--- src/rtl/sram_arb_pkg.sv ---
// Shared types for the two-port SRAM arbiter: FSM states, port ids and the request bundle.
package sram_arb_pkg;

  localparam int N_DEF      = 8;
  localparam int ADDR_W_DEF = 6;

  typedef enum logic [1:0] {
    IDLE = 2'd0,
    OWN0 = 2'd1,
    OWN1 = 2'd2
  } arb_state_t;

  typedef logic port_id_t;

  typedef struct packed {
    logic                  we;
    logic                  lock;
    logic [ADDR_W_DEF-1:0] addr;
    logic [N_DEF-1:0]      wdata;
  } arb_req_t;

  // Ownership state that a locked winner moves into.
  function automatic arb_state_t own_state(input port_id_t p);
    return p ? OWN1 : OWN0;
  endfunction

endpackage

--- src/rtl/rr_pick2.sv ---
// Combinational two-way round-robin picker; a lone requester always wins.
module rr_pick2
  import sram_arb_pkg::*;
(
  input  logic [1:0] req,
  input  port_id_t   rr,
  output logic [1:0] gnt
);

  always_comb begin
    gnt    = 2'b00;
    gnt[0] = req[0] && (!req[1] || !rr);
    gnt[1] = req[1] && (!req[0] ||  rr);
  end

endmodule

--- src/rtl/sram_arbiter.sv ---
// Shares one single-port synchronous SRAM between two requesters with round-robin
// priority, bounded lock bursts and a tagged one-cycle read return path.
module sram_arbiter
  import sram_arb_pkg::*;
#(
  parameter int N        = N_DEF,
  parameter int ADDR_W   = ADDR_W_DEF,
  parameter int LOCK_MAX = 4
) (
  input  logic              clk,
  input  logic              rst_n,
  input  logic              p0_req,
  input  logic              p0_we,
  input  logic              p0_lock,
  input  logic [ADDR_W-1:0] p0_addr,
  input  logic [N-1:0]      p0_wdata,
  output logic              p0_gnt,
  output logic              p0_rvalid,
  input  logic              p1_req,
  input  logic              p1_we,
  input  logic              p1_lock,
  input  logic [ADDR_W-1:0] p1_addr,
  input  logic [N-1:0]      p1_wdata,
  output logic              p1_gnt,
  output logic              p1_rvalid,
  output logic [N-1:0]      rdata,
  output logic              sram_re,
  output logic              sram_we,
  output logic [ADDR_W-1:0] sram_addr,
  output logic [N-1:0]      sram_wdata,
  input  logic [N-1:0]      sram_rdata
);

  localparam int            CW      = $clog2(LOCK_MAX + 1);
  localparam logic [CW-1:0] CNT_MAX = CW'(LOCK_MAX);
  localparam logic [CW-1:0] CNT_ONE = CW'(1);

  arb_state_t    state, state_n;
  port_id_t      rr, rr_n;
  logic [CW-1:0] cnt, cnt_n, cnt_inc;
  logic          rv_valid;
  port_id_t      rv_tag;

  logic [1:0]    pick;
  logic [1:0]    gnt;
  logic          any_gnt;
  port_id_t      win;
  logic          win_we, win_lock, win_other_req;
  port_id_t      owner;
  logic          own_req, own_lock, other_req;

  rr_pick2 u_pick (
    .req ({p1_req, p0_req}),
    .rr  (rr),
    .gnt (pick)
  );

  // Grants are suppressed while reset is asserted so nothing reaches the SRAM.
  always_comb begin
    gnt = 2'b00;
    if (rst_n) begin
      case (state)
        IDLE:    gnt = pick;
        OWN0:    gnt[0] = p0_req;
        OWN1:    gnt[1] = p1_req;
        default: gnt = 2'b00;
      endcase
    end
  end

  always_comb begin
    any_gnt       = |gnt;
    win           = gnt[1];
    win_we        = win ? p1_we   : p0_we;
    win_lock      = win ? p1_lock : p0_lock;
    win_other_req = win ? p0_req  : p1_req;

    sram_re    = any_gnt && !win_we;
    sram_we    = any_gnt &&  win_we;
    sram_addr  = '0;
    sram_wdata = '0;
    if (any_gnt) begin
      sram_addr  = win ? p1_addr  : p0_addr;
      sram_wdata = win ? p1_wdata : p0_wdata;
    end
  end

  always_comb begin
    owner     = (state == OWN1);
    own_req   = owner ? p1_req  : p0_req;
    own_lock  = owner ? p1_lock : p0_lock;
    other_req = owner ? p0_req  : p1_req;
    cnt_inc   = (cnt >= CNT_MAX) ? CNT_MAX : cnt + CNT_ONE;

    state_n = state;
    rr_n    = rr;
    cnt_n   = cnt;
    case (state)
      IDLE: begin
        if (any_gnt) begin
          rr_n = ~win;
          // A one-grant budget is already spent by this grant if the other side waits.
          if (win_lock && !(CNT_MAX == CNT_ONE && win_other_req)) begin
            state_n = own_state(win);
            cnt_n   = CNT_ONE;
          end
        end
      end
      OWN0, OWN1: begin
        if (!own_req || !own_lock || (cnt_inc == CNT_MAX && other_req)) begin
          state_n = IDLE;
          cnt_n   = '0;
          rr_n    = ~owner;
        end else begin
          cnt_n = cnt_inc;
        end
      end
      default: begin
        state_n = IDLE;
        cnt_n   = '0;
      end
    endcase
  end

  always_ff @(posedge clk or negedge rst_n) begin
    if (!rst_n) begin
      state    <= IDLE;
      rr       <= 1'b0;
      cnt      <= '0;
      rv_valid <= 1'b0;
      rv_tag   <= 1'b0;
    end else begin
      state    <= state_n;
      rr       <= rr_n;
      cnt      <= cnt_n;
      rv_valid <= any_gnt && !win_we;
      rv_tag   <= win;
    end
  end

  always_comb begin
    p0_gnt    = gnt[0];
    p1_gnt    = gnt[1];
    p0_rvalid = rv_valid && !rv_tag;
    p1_rvalid = rv_valid &&  rv_tag;
    rdata     = sram_rdata;
  end

  a_one_enable: assert property (@(posedge clk) disable iff (!rst_n) !(sram_re && sram_we));
  a_one_grant:  assert property (@(posedge clk) disable iff (!rst_n) !(p0_gnt && p1_gnt));

endmodule
--- config.mk ---
export PLATFORM = sky130hd
export DESIGN_NAME = sram_arbiter
export DESIGN_NICKNAME = d
export VERILOG_FILES = /design/src/rtl/sram_arb_pkg.sv /design/src/rtl/rr_pick2.sv /design/src/rtl/sram_arbiter.sv
export SDC_FILE = /design/constraint.sdc
export NUM_CORES = 1
export LEC_CHECK = 0
export ABC_AREA = 1
export BUFFER_PORTS_ARGS = -buffer_cell sky130_fd_sc_hd__buf_2
export CAP_MARGIN = 10
export CORE_MARGIN = 4
export CORE_UTILIZATION = 30
export CTS_BUF_LIST = sky130_fd_sc_hd__clkbuf_4 sky130_fd_sc_hd__clkbuf_8
export DETAILED_ROUTE_END_ITERATION = 12
export PLACE_DENSITY_LB_ADDON = 0.25
export REMOVE_ABC_BUFFERS = 1
export SLEW_MARGIN = 20
export SYNTH_ARGS = -nofsm -noshare
export SYNTH_HDL_FRONTEND = slang
export SYNTH_SLANG_ARGS = --single-unit
export TNS_END_PERCENT = 100
--- constraint.sdc ---
create_clock -name clk -period 2 [get_ports clk]
set_input_delay 0.1 -clock clk [delete_from_list [all_inputs] [get_ports clk]]
set_output_delay 0.1 -clock clk [all_outputs]
set_load 0.1 [all_outputs]
# Word-level counts from Yosys, hierarchy flattened
# Cells that the tools add are included.
[totals]
regBits = 8
in_bits = 44
output_inout_bits = 28
[op_classes]
addsub = 1
magnitude_cmp = 1
n_eq_ne = 6
muxes = 25
n_bitwise = 2
reduce_logical = 25
[ops]
columns = ["op", "n"]
rows = [
  ["$mux W8", 2],
  ["$mux W3", 4],
  ["$mux W6", 2],
  ["$mux W2", 5],
  ["$logic_and A1 B1 Y1", 7],
  ["$logic_not A1 Y1", 7],
  ["$mux W1", 7],
  ["$ne A2 B2 Y1 const B", 3],
  ["$pmux W1 S2", 3],
  ["$pmux W3 S2", 1],
  ["$reduce_and A3 Y1", 2],
  ["$logic_or A1 B1 Y1", 4],
  ["$pmux W2 S2", 1],
  ["$reduce_or A2 Y1", 2],
  ["$add A3 B1 Y3 const B", 1],
  ["$eq A3 B3 Y1 const B", 1],
  ["$ge A3 B3 Y1 const B", 1],
  ["$eq A2 B1 Y1 const B", 1],
  ["$eq A2 B2 Y1 const B", 1],
  ["$logic_not A2 Y1", 1],
  ["$not A1 Y1", 2],
  ["$reduce_and A2 Y1", 1],
  ["$reduce_bool A2 Y1", 1],
]

# Logic depth before layout (Yosys ltp)
# Gate-level depths: netlist (run 1).
[logic_depth]
ltp_word = 9
depth_mapped = 13
ltp_nobuf = 13

# By module
# Synthesis (run 1) repeated with hierarchy kept, for this count alone.
[hier_totals]
hier_cells = 152
area_unflattened_um2 = 917.1
[by_module_without_submodules]
columns = ["mod", "n_inst", "cells_each", "area_per_inst_um2", "seq_area_each_um2"]
rows = [
  ["sram_arbiter", 1, 147, 897.1, 200.2],
  ["rr_pick2", 1, 5, 20.0, 0.0],
]

# Worst setup path before layout (run 1)
# OpenSTA, ideal clock, no wires.
[synth_timing]
kind = "reg-to-output"
startpoint = "register state[0]"
endpoint = "output sram_addr[0]"
arrival_time_ns = 2.724
slack_ns = -0.824
path_stages_with_launch = 13
path_buffers = 2
cell_sequence = "dfrtp_1 -> inv_1 -> ha_1 -> nand2_1 -> inv_1 -> nand2_2 -> nand2_4 -> nand2_4 -> buf_6 -> clkinv_4 -> buf_8 -> nor2_1 -> nor2_1"
[synth_via]
elab_chain_len = 5
[synth_lines]
columns = ["element", "line_no", "text"]
rows = [
  ["start: declaration", "sram_arbiter.sv:38", "arb_state_t state, state_n;"],
  ["start signal: assignment", "sram_arbiter.sv:133", "state <= state_n;"],
  ["$eq A2 B2 Y1 / $logic_not A2 Y1 (equally long branches)", "sram_arbiter.sv:62", "case (state)"],
  ["$pmux W1 S2 *", "sram_arbiter.sv:62", ""],
  ["$mux W2 *", "sram_arbiter.sv:61", "if (rst_n) begin"],
  ["named net p1_gnt", "sram_arbiter.sv:24", "output logic p1_gnt,"],
  ["$mux W6 / $reduce_or A2 Y1 (equally long branches)", "sram_arbiter.sv:83, sram_arbiter.sv:72", ""],
  ["$mux W6 *", "sram_arbiter.sv:82", "if (any_gnt) begin"],
  ["end: declaration", "sram_arbiter.sv:29", "output logic [ADDR_W-1:0] sram_addr,"],
]
# Mark *: on every way through the listed nets, which the timed path passes. The rest lies on a longest branch.

# Final worst setup path (run 1)
[layout_timing]
startpoint = "register state[1]"
endpoint = "output sram_re"
[layout_via]
elab_chain_len = 6
[layout_lines]
columns = ["element", "line_no", "text"]
rows = [
  ["$eq A2 B2 Y1 / $logic_not A2 Y1 (equally long branches)", "sram_arbiter.sv:62", ""],
  ["$pmux W1 S2", "sram_arbiter.sv:62", ""],
  ["$mux W2 *", "sram_arbiter.sv:61", ""],
  ["$mux W1", "sram_arbiter.sv:74", "win_we = win ? p1_we : p0_we;"],
  ["$logic_not A1 Y1", "sram_arbiter.sv:78", "sram_re = any_gnt && !win_we;"],
  ["$logic_and A1 B1 Y1 *", "sram_arbiter.sv:78", ""],
  ["end: declaration", "sram_arbiter.sv:27", "output logic sram_re,"],
]
# Every way passes the cells marked *; elsewhere a longest branch is shown, timed or not.

==> results.toml, run 1 <==
[routing]
drc_errors = 0
viasPerCell = 4.55
wl_per_cell_um = 11.8
drtIter0Drc = 25
routed-via-count = 1159
antenna_left = 0
first_pass_iters = 4
drt_wl_total_um = 3010

[floorplan]
fp.dieW_um = 63.9
die_h_um = 63.9
initial_core_util_pct = 30.9
dieArea_um2 = 4080
io_pins = 72
row_count = 20
design.core.area_um2 = 3030

[placed_design]
post-dp-hpwl_um = 2190
place.gp.congestion = 0.813
port_buffers = 55

[power_and_ir_drop]
powerDensity_nw_per_um2 = 1440
p_seq_share_pct = 10.5
power_switching_mw = 1.44
comb_power_share_pct = 84.7
total_power_mw = 2.44
worst_ir_drop_vdd_mv = 0.676
p_int_mw = 1.01
p_leak_nw = 0.860
p_sw_share_pct = 58.8
pwr-share-clk_pct = 4.8

[setup_path]
cp.required_ns = 1.90
r2r_setup_slack_ns = 0.08
critPathLaunchType = "register"
cpMostUsedCell = "nand2_2"
crit_family = "simple AND/OR/NAND/NOR gates"
cp_max_fo = 5
worst_path_max_delay_cell = "dfrtp_1"
startpoint = "state[1]"
arrival_ns = 1.90
path_buf_inv = 3
critPathCaptureType = "output port"
cp_slowest_stage_delay_ns = 0.43
r2r_start = "state[1]"
cp.depth = 11
crit_end = "sram_re"
timing.rr.end = "cnt[2]"
worstPathCellList = "inv_2 > ha_4 > nand2_2 > inv_2 > nand2_2 > nand2_4 > nand2_8 > nand2_2 > a21boi_4 > and2_4 > buf_12"
critPathKind = "register to output port"
rr_worst_depth = 15

[min_path]
hp-class = "input pin to output port"
min_path_cells = 0

[run_status]
violations = "setup timing"
status = "finished with violations"

[global_routing]
track_usage_pct = 14.1
grt_pass1_wl_um = 4620
grt_pass1_vias = 1199
antenna_found_initial = 0
gr-total-overflow = 0
grt_max_degree = 18

[sta]
fin_worst_skew_ns = 0.00422
period_needed_ns = 2.00
slew_headroom_pct = 68.0
fin_setup_tns_ns = -0.00366
fin_crit_sh_pct = 100
drv_slew = 0
worstMarginPinSlew_ns = 0.484
rsz0062_at_grt = "true"
hold_violations = 0
setup_ws_ns = -0.00366
fmax_mhz = 499
setup_violations = 1

[synth]
synthTopCellsByArea = "dfrtp_1, nor2_1, nand2_1"
synth_area_leader_cell = "dfrtp_1"
synth_top_area_share_pct = 21.4
synth-seq-area-share_pct = 21.4
synth_area_um2 = 936
synth.avg_cell_area_um2 = 6.20
yosys_warnings = 0
yosysUniqueCellTypes = 23
synthesis.instances = 151
synth-seq-cells = 8

[clock_tree]
clockRootBuffer = "clkbuf_4"
cts_htree_levels = 1
cts_tree = "done"
clk_latency_ns = 0.24
path_clk_slew_ns = 0.05
clk_path_buf_depth = 2
clock-sinks = 8
numCtsBuffers = 3

[job]
maxCapViolations = 0

[finish]
layout-drive-gt1-share_pct = 52.1
fin_util_pct = 56.2
nets = 263
antennaDiodeCount = 0
synthToLayoutAreaGrowth_pct = 82.0
## power groups by stage
stage               sequential (mW)  combinational, mW  clock [mW]
floorplan                     0.255               1.22           0
global placement              0.263               1.79           0
detailed placement            0.265               1.80           0
CTS                           0.258               1.91       0.125
global route                  0.264               2.21       0.138
finish                        0.257               2.07       0.118
## layout make-up
type	count	area, um^2
Fill cell	272	1330
Multi-Input combinational cell	114	708
Timing Repair Buffer	66	624
Sequential cell	8	200
Inverter	19	83.8
Tap cell	44	55.1
Clock buffer	3	22.5
Timing Repair inverter	1	8.76
## cells in the final DEF, fill, tap and decap left out, types with 2 or more instances in the layout
cell      synthesis  layout
buf_2             1      36
nand2_1          29      27
nor2_1           37      22
buf_12            0      17
inv_1            17      15
nor2_2            0      15
buf_4             8      10
o21ai_1          11       9
dfrtp_1           8       8
o21ai_2           0       6
nand3_1           8       6
ha_1              6       5
nand2_2           3       4
a21oi_1           4       4
clkbuf_4          0       4
inv_2             1       3
nand2_8           0       3
nand2_4           2       2
nand3_2           0       2
or2_2             2       2
nand4_1           2       2
## through the flow
| stage | area, um^2 | hold slack, ns | std cells | setup slack, ns |
|---|---|---|---|---|
| finish | 1700 | 0.201 | 255 | -0.00366 |
| global route | 1700 | 0.201 | 255 | -0.0878 |
| CTS | 1580 | 0.176 | 252 | 0.00963 |
| detailed placement | 1460 | -0.0130 | 243 | 0.125 |
| global placement | 1460 | -0.0153 | 243 | 0.149 |
| floorplan | 833 | -0.196 | 139 | -0.756 |
## worst min-delay path by stage
stage,startpoint,end,slack [ns]
3_3_place_gp,rst_n,rr,-0.02
5_1_grt,sram_rdata[1],rdata[1],0.20
4_1_cts,p1_we,rv_valid,0.18
2_1_floorplan,rst_n,cnt[0],-0.20
3_5_place_dp,rst_n,state[0],-0.01
6_report,sram_rdata[0],rdata[0],0.20
## cells by family after synthesis
family | count (synthesis) | share of synthesized area [%]
fa+ha+maj | 6 | 8.02
flops | 8 | 21.4
compound gates | 21 | 12.2
buf+inv | 31 | 19.1
simple gates | 85 | 39.3
## Yosys cell counts, drive strengths merged
cell,n
buf,12
clkinv,1
or2,2
nand3b,1
o21ai,15
nand3,8
dfrtp,8
a21boi,1
nand2,34
a21oi,4
inv,18
ha,6
nand4,2
o21a,1
and2,1
nor2,37
## metal layers
| metal | vias up | share of wire, % | wire, um | GRT usage [%] |
|---|---|---|---|---|
| met5 | - | 0 | 0 | 0 |
| met4 | 0 | 1.8 | 53 | 7.55 |
| met3 | 4 | 15 | 453 | 9.31 |
| met2 | 70 | 48 | 1450 | 22.2 |
| met1 | 497 | 35 | 1060 | 14.1 |
| li1 | 588 | - | - | - |
## what timing repair did
item                                    4_1_cts  5_1_grt
endpoints found under the setup margin       16       19
cloned                                        1        2
resized for setup                            13       30
pin swaps                                     4       12
setup buffers                                 4        1
hold buffers                                  1        0
endpoints found under the hold margin         8        0
## state kept, by name, indices dropped and copies added (netlist names)
name and flops:
state 2, rv_tag 1, rr 1, cnt 3, rv_valid 1
(Power assumes the default switching activity.)
==> run 2, diff against run 1 <==
Settings changed: GPL_TIMING_DRIVEN set to 0.
==> run 2 against run 1 <==
The run still ends with setup timing left; global-route usage up 1.3 points; clock-buffer cell count unchanged; critical path depth rose by 1; worst setup slack worse by 0.036 ns; sequential power grew 2%; register-to-register slack better by 0.07 ns; highest routed layer unchanged.
==> results.toml, run 2 (synthesis gave the netlist of run 1 again) <==
[floorplan]
initial_core_util_pct = 30.9
design.core.area_um2 = 3030
io_pins = 72
dieArea_um2 = 4080
die_h_um = 63.9
fp.dieW_um = 63.9
row_count = 20

[sta]
fin_crit_sh_pct = 102
setup_violations = 7
rsz0062_at_grt = "true"
period_needed_ns = 2.04
fmax_mhz = 490
fin_setup_tns_ns = -0.149
setup_ws_ns = -0.0393
fin_worst_skew_ns = 0.00838
slew_headroom_pct = 67.9
drv_slew = 0
hold_violations = 0
worstMarginPinSlew_ns = 0.485

[placed_design]
pre_cts_ws_ns = -0.227
post-dp-hpwl_um = 1850
place.gp.congestion = 0.767
port_buffers = 55
placed_cells = 238
placed_area_um2 = 1160

[clock_tree]
cts_tree = "done"
clk_path_buf_depth = 2
numCtsBuffers = 3
clock-sinks = 8
clockRootBuffer = "clkbuf_4"
path_clk_slew_ns = 0.06
cts_htree_levels = 1
clk_latency_ns = 0.25

[global_routing]
antenna_found_initial = 0
grt_pass1_vias = 1273
gr-total-overflow = 0
grt_max_degree = 18
track_usage_pct = 15.4
grt_pass1_wl_um = 5150

[finish]
mostFrequentLayoutCell = "buf_2"
fill_cells = 255
final_cells = 264
top_regs = "cnt x3, state x2"
layout-drive-gt1-share_pct = 51.4
synthToLayoutAreaGrowth_pct = 85.8
antennaDiodeCount = 0
regMostFlops = "cnt"
design_area_um2 = 1740
nets = 272
largest_reg_flops = 3
layout_common_cells = "buf_2, nor2_1, nand2_1"

[setup_path]
crit_family = "buffers and inverters"
cp_slowest_stage_delay_ns = 0.40
critPathCaptureType = "output port"
worstPathCellList = "inv_2 > ha_4 > nand2_2 > inv_2 > nand2_2 > nand2_4 > buf_6 > nand2_8 > nand2_8 > o21ai_1 > nor2_1 > buf_6"
cp.required_ns = 1.90
cp_max_fo = 8
arrival_ns = 1.94
path_buf_inv = 4
critPathKind = "register to output port"
critPathLaunchType = "register"
worst_path_max_delay_cell = "dfrtp_1"

[run_status]
status = "finished with violations"
violations = "setup timing"

[routing]
drt_wl_total_um = 3230
antenna_left = 0
viasPerCell = 4.65
first_pass_iters = 4
drtIter0Drc = 14
routed-via-count = 1228
drc_errors = 0
wl_per_cell_um = 12.3

[job]
maxCapViolations = 0

[power_and_ir_drop]
worst_ir_drop_vdd_mv = 0.755
total_power_mw = 2.49
powerDensity_nw_per_um2 = 1430
p_leak_nw = 0.903

[min_path]
hp-class = "input pin to output port"
run 2: changes by cell type in the layout (fill, tap and decap cells not counted), moves of 2 or more:
cell | previous run | this run
buf_6 | 1 | 13
buf_4 | 10 | 14
nand3_2 | 2 | 0
buf_12 | 17 | 8
buf_2 | 36 | 38
nor2_1 | 22 | 32
nor2_4 | 0 | 2
nor2_2 | 15 | 3
o21ai_1 | 9 | 7
run 2: final timing paths:
path                                    start  slack [ns]            end  cells after the start
worst max-delay path                 state[0]       -0.04  sram_wdata[6]                     12
worst min-delay path            sram_rdata[0]        0.20       rdata[0]                      0
worst max register to register       state[0]        0.15         cnt[2]                     15
worst min register to register         cnt[1]        0.51         cnt[1]                      2
max in group asynchronous               rst_n        1.17         cnt[1]                      2
min in group asynchronous               rst_n        0.54             rr                      2
run 2: cell type report:
cell class | instances | area (um^2) | share of cell area, %
inverters | 19 | 87.6 | 5.04
flip-flops and latches | 8 | 200 | 11.5
clock buffers | 3 | 22.5 | 1.29
repair buffers | 76 | 634 | 36.5
multi-input cells | 114 | 739 | 42.5
well taps | 44 | 55.1 | 3.17
run 2: timing repair:
action | in CTS | in global routing
setup endpoints to repair | 17 | 20
gates cloned | 2 | 0
pin swaps | 8 | 15
endpoints found under the hold margin | 8 | 0
buffers inserted | 12 | 8
hold buffers | 1 | 0
resized for setup | 60 | 34
run 2: layer usage:
metal | up-vias | global-route usage (%) | routed length [um]
met5 | - | 0 | 0
li1 | 609 | - | -
met1 | 530 | 17.0 | 1270
met4 | 0 | 7.01 | 53
met3 | 6 | 5.10 | 400
met2 | 83 | 26.6 | 1510
run 2: through the flow:
stage	hold WS (ns)	util, %
floorplan	-0.196	-
global placement	-0.0154	38.4
detailed placement	-0.0130	38.4
CTS	0.165	50.7
global route	0.201	57.4
finish	0.201	57.4
run 2: report_power, final:
| group | switching (mW) | total, mW | internal (mW) |
|---|---|---|---|
| Clock | 0.0511 | 0.119 | 0.0684 |
| Combinational | 1.38 | 2.11 | 0.728 |
| Sequential | 0.0449 | 0.262 | 0.217 |
